$ cat src/rtl/multiplicador_seq_param.sv
// Sequential shift-add multiplier, WIDTH x WIDTH -> 2*WIDTH, one iteration per clock.
// Define MULT_SIGNED_EN to add the Sinal port and the two's-complement mode.
module multiplicador_seq_param #(
   parameter int WIDTH = 16,
   parameter int CNT_W = $clog2(WIDTH) + 1
) (
   input  logic               Clk,
   input  logic               reset,
   input  logic               St,
   input  logic [WIDTH-1:0]   Multiplicando,
   input  logic [WIDTH-1:0]   Multiplicador,
`ifdef MULT_SIGNED_EN
   input  logic               Sinal,
`endif
   output logic               Idle,
   output logic               Done,
   output logic [2*WIDTH-1:0] Produto
);

   typedef enum logic [1:0] {
      S_IDLE = 2'd0,
      S_RUN  = 2'd1,
      S_DONE = 2'd2
   } state_t;

   state_t               state_q, state_d;
   logic [2*WIDTH-1:0]   acc_q, acc_d;
   logic [WIDTH-1:0]     mcand_q, mcand_d;
   logic [CNT_W-1:0]     cnt_q, cnt_d;
   logic                 idle_q, idle_d;
   logic                 done_q, done_d;

   logic [WIDTH-1:0]     upper_s;
   logic [WIDTH:0]       sum_s;
   logic                 m_s;
   logic                 last_s;

`ifdef MULT_SIGNED_EN
   logic                 sgn_q, sgn_d;
   logic [WIDTH:0]       ext_u_s;
   logic [WIDTH:0]       ext_m_s;
`endif

   // One add/subtract step on the upper half, selected by the current multiplier LSB
   always_comb begin
      upper_s = acc_q[2*WIDTH-1:WIDTH];
      m_s     = acc_q[0];
      last_s  = (cnt_q == CNT_W'(WIDTH - 1));
`ifdef MULT_SIGNED_EN
      ext_u_s = {sgn_q & upper_s[WIDTH-1], upper_s};
      ext_m_s = {sgn_q & mcand_q[WIDTH-1], mcand_q};
      // The multiplier MSB carries negative weight, hence the final subtract
      if (!m_s) begin
         sum_s = ext_u_s;
      end else if (sgn_q && last_s) begin
         sum_s = ext_u_s - ext_m_s;
      end else begin
         sum_s = ext_u_s + ext_m_s;
      end
`else
      if (m_s) begin
         sum_s = {1'b0, upper_s} + {1'b0, mcand_q};
      end else begin
         sum_s = {1'b0, upper_s};
      end
`endif
   end

   // Next-state and datapath update for IDLE -> RUN -> DONE -> IDLE
   always_comb begin
      state_d = state_q;
      acc_d   = acc_q;
      mcand_d = mcand_q;
      cnt_d   = cnt_q;
`ifdef MULT_SIGNED_EN
      sgn_d   = sgn_q;
`endif
      case (state_q)
         S_IDLE: begin
            if (St) begin
               acc_d   = {{WIDTH{1'b0}}, Multiplicador};
               mcand_d = Multiplicando;
               cnt_d   = {CNT_W{1'b0}};
`ifdef MULT_SIGNED_EN
               sgn_d   = Sinal;
`endif
               state_d = S_RUN;
            end else begin
               state_d = S_IDLE;
            end
         end
         S_RUN: begin
            // Carry (or replicated sign) lands in the product MSB via sum_s[WIDTH]
            acc_d = {sum_s, acc_q[WIDTH-1:1]};
            cnt_d = cnt_q + CNT_W'(1);
            if (last_s) begin
               state_d = S_DONE;
            end else begin
               state_d = S_RUN;
            end
         end
         S_DONE: begin
            state_d = S_IDLE;
         end
         default: begin
            state_d = S_IDLE;
         end
      endcase
      idle_d = (state_d == S_IDLE);
      done_d = (state_d == S_DONE);
   end

   // State, datapath and registered handshake flops
   always_ff @(posedge Clk or negedge reset) begin
      if (!reset) begin
         state_q <= S_IDLE;
         acc_q   <= {(2*WIDTH){1'b0}};
         mcand_q <= {WIDTH{1'b0}};
         cnt_q   <= {CNT_W{1'b0}};
         idle_q  <= 1'b1;
         done_q  <= 1'b0;
`ifdef MULT_SIGNED_EN
         sgn_q   <= 1'b0;
`endif
      end else begin
         state_q <= state_d;
         acc_q   <= acc_d;
         mcand_q <= mcand_d;
         cnt_q   <= cnt_d;
         idle_q  <= idle_d;
         done_q  <= done_d;
`ifdef MULT_SIGNED_EN
         sgn_q   <= sgn_d;
`endif
      end
   end

   assign Idle    = idle_q;
   assign Done    = done_q;
   assign Produto = acc_q;

endmodule
$ cat config.mk
export PLATFORM = sky130hd
export DESIGN_NAME = multiplicador_seq_param
export DESIGN_NICKNAME = d
export VERILOG_FILES = /design/src/rtl/multiplicador_seq_param.sv
export SDC_FILE = /design/constraint.sdc
export NUM_CORES = 1
export LEC_CHECK = 0
export CORE_MARGIN = 5
export CORE_UTILIZATION = 45
export CTS_CLUSTER_DIAMETER = 30
export DETAILED_ROUTE_END_ITERATION = 10
export PLACE_DENSITY = 0.72
export SLEW_MARGIN = 20
export SYNTH_ARGS = -nofsm -noshare
export SYNTH_HDL_FRONTEND = slang
export SYNTH_SLANG_ARGS = --single-unit
$ cat constraint.sdc
create_clock -name Clk -period 2.3 [get_ports Clk]
set_input_delay 0.345 -clock Clk [delete_from_list [all_inputs] [get_ports Clk]]
set_output_delay 0.345 -clock Clk [all_outputs]
set_load 0.02 [all_outputs]
==> out/qor.txt <==
Sequential power share: 29.0%
Hold crit path type: in2async
Area after DPL: 3990 sq um
Final min period: 2.14 ns
CTS tree: done
Sequential area share after synthesis: 44.7%
CTS H-tree depth: 3
Die area: 8890 sq um
Longest Clk Path Bufs: 2
R2R cell count: 8
Crit Path Class: reg2reg
Largest net degree at the start of global routing: 33
Vias per cell: 5.43
Global placement routability congestion: 0.846
Status: completed
Seq cells post-synth: 57
WL/cell: 15.7 um
Net Count, Synth: 368
WP data required: 2.52 ns
# port buffers: 68
Comb power frac: 56.2%
Skew final: 0.00799 ns
Type of origin of the critical path: register
Post-synth ARST share: 100%
Worst-skew pair later-pin latency: 0.35 ns
First-pass GRT wire length: 12,900 um
Root buf cell: clkbuf_8
Die width: 94.3 um
Drt drc: 0
Nets: 440
Syn_area_per_cell: 10.2 sq um
Via count: 2,644
Switch share: 42.6%
EDFF count, synth: 0
Pleak: 1.78 nW
Setup_tns: 0 ns
Tcrit/Tclk final: 93.2%
Pin slew with the least headroom to its limit: 0.864 ns
Internal power: 3.75 mW
CTS Buf Count: 9
Slew margin rel.: 42.2%
Crit path capture type: register
Worst EP arrival: 2.36 ns
# IOs: 69
Worst vdd ir: 829 uV
Clk sinks: 57
Core ar.: 6870 sq um
Tot GR Track Use: 18.7%
Vias in the first global route: 2,661
Area leader, netlist: dfrtp_1
Count of different cell masters after synthesis: 42
Post-route ant nets: 0
Initial antenna violation count: 0
Drt first pass iters: 4
Area grow syn2layout: 31.6%
Clock slew at reported path FFs: 0.06 ns
Synthesized instance count: 314
Finished Cell Area: 4210 sq um
Placed wire-length estimate: 5420 um
Max FO, Critical Path: 4
Initial Util: 46.5%
Final setup margin: 0.155 ns
Total of warnings raised by yosys: 0
Total grt overflow: 0
Final Setup Violations: 0
RSZ-0062 raised after global routing: no
Power Dens Cells: 1550 nW/um^2
Share of post-route cells with drive strength above 1: 13.0%
Final hold viol count: 0
Worst Setup Slack post-DPL: 0.0303 ns
Layout fillers: 578
Antenna diodes: 0
Pins Over Slew Limit: 0
Top cell type's share of synthesized area: 43.8%
DR iter-0 viols: 134
# rows: 30
Net Switching: 2.78 mW
Max Cap Violations: 0
Final wirelength: 7660 um
Clock power frac: 14.8%
Synth Cell Area: 3200 sq um
Vert. Die Dim: 94.3 um
Largest cells by area after synthesis: dfrtp_1 44%, ha_1 7.0%, o21ai_0 6.1%, a22oi_1 6.1%, mux2_2 5.3%
Fmax: 466 MHz
Top_reg_cell synth: dfrtp_1
## power by group through the flow
stage | clock network, mW | registers, mW | logic [mW]
2_1_floorplan | 0 | 2.11 | 2.26
3_3_place_gp | 0 | 1.90 | 3.54
3_5_place_dp | 0 | 1.91 | 3.61
4_1_cts | 0.982 | 1.90 | 3.65
5_1_grt | 1.03 | 1.97 | 4.08
6_report | 0.968 | 1.89 | 3.67
## cells by family after synthesis
| logic type | share of synthesized area, % |
|---|---|
| simple gates | 10.9 |
| xor+xnor | 3.84 |
| mux | 6.89 |
| buf+inv | 3.29 |
| flops | 44.7 |
| fa+ha+maj | 7.67 |
| compound gates | 22.8 |
## final timing paths
kind	startpoint	to	slack [ns]
setup reg to reg	Produto[16]	Produto[31]	0.16
hold reg to reg	cnt_q[4]	cnt_q[4]	0.49
setup / recovery	Produto[16]	Produto[31]	0.16
hold / removal	reset	Produto[16]	0.01
max in group asynchronous	reset	Produto[28]	1.70
min in group Clk	cnt_q[4]	cnt_q[4]	0.49
## critical path, stage by stage, from the launching register on
cell and delay, ns:
dfrtp_1 0.40, ha_1 0.24, fa_1 0.42, a21oi_2 0.19, o21ai_2 0.10, o221ai_4 0.19, o21bai_2 0.13, a221oi_2 0.26
o21ai_1 0.08
## cells in the mapped netlist, types with 3 or more instances
library cell and n:
dfrtp_1 56, o21ai_0 39, a21oi_1 30, a22oi_1 26, ha_1 18, nor2b_1 18
nand2_1 17, mux2_2 15, nor2_1 10, xnor2_1 10, clkbuf_1 9, buf_2 6
o21ai_1 6, inv_1 5, nand3_1 5, mux2i_1 4, o21bai_1 4, xor2_1 4
and2_1 3
## flip-flops by register name, indices dropped and copies added (netlist names)
signal and count:
cnt_q 5, mcand_q 16, Idle 1, Done 1
state_q 2, Produto 32
## timing repair
item	4_1_cts	5_1_grt
setup endpoints to repair	0	2
buffers inserted	0	1
resized for setup	0	2
hold buffers	0	0
## layout make-up
type	instances	area [sq um]	share of cell area, %
inverter	5	18.8	0.446
timing repair buffer	78	763	18.1
sequential	57	1430	33.9
multi-input combinational	235	1680	39.9
clock inverter	3	40.0	0.952
tap	96	120	2.85
clock buffer	13	159	3.78
## metal layers
| layer | part of all wire [%] | GRT usage [%] | wire (um) |
|---|---|---|---|
| met1 | 44 | 23.8 | 3390 |
| met2 | 47 | 30.0 | 3590 |
| met3 | 7.1 | 4.33 | 546 |
| met4 | 1.6 | 8.78 | 126 |
| met5 | 0 | 0 | 0 |
## placed cells by master (no fill, tap or decap), types with 3 or more instances in the layout
cell / count
clkdlybuf4s50_1: 67
dfrtp_1: 56
o21ai_0: 39
a21oi_1: 29
a22oi_1: 26
nor2b_1: 18
ha_1: 18
nand2_1: 17
mux2_2: 15
clkbuf_8: 11
nor2_1: 10
xnor2_1: 10
buf_4: 9
o21ai_1: 6
inv_1: 5
nand3_1: 5
o21bai_1: 4
xor2_1: 4
mux2i_1: 4
and2_1: 3
## through the flow
stage / total power, mW / utilization (%) / instances / hold WS (ns)
after floorplan: 4.37 / - / 314 / 0.0494
after global placement: 5.44 / 58.0 / 470 / 0.386
after detailed placement: 5.52 / 58.0 / 470 / 0.396
after CTS: 6.53 / 60.9 / 486 / 0.0259
after global routing: 7.08 / 61.3 / 487 / 0.0737
final: 6.53 / 61.3 / 487 / 0.0109
Note: power is estimated with default switching activity, not from simulation.
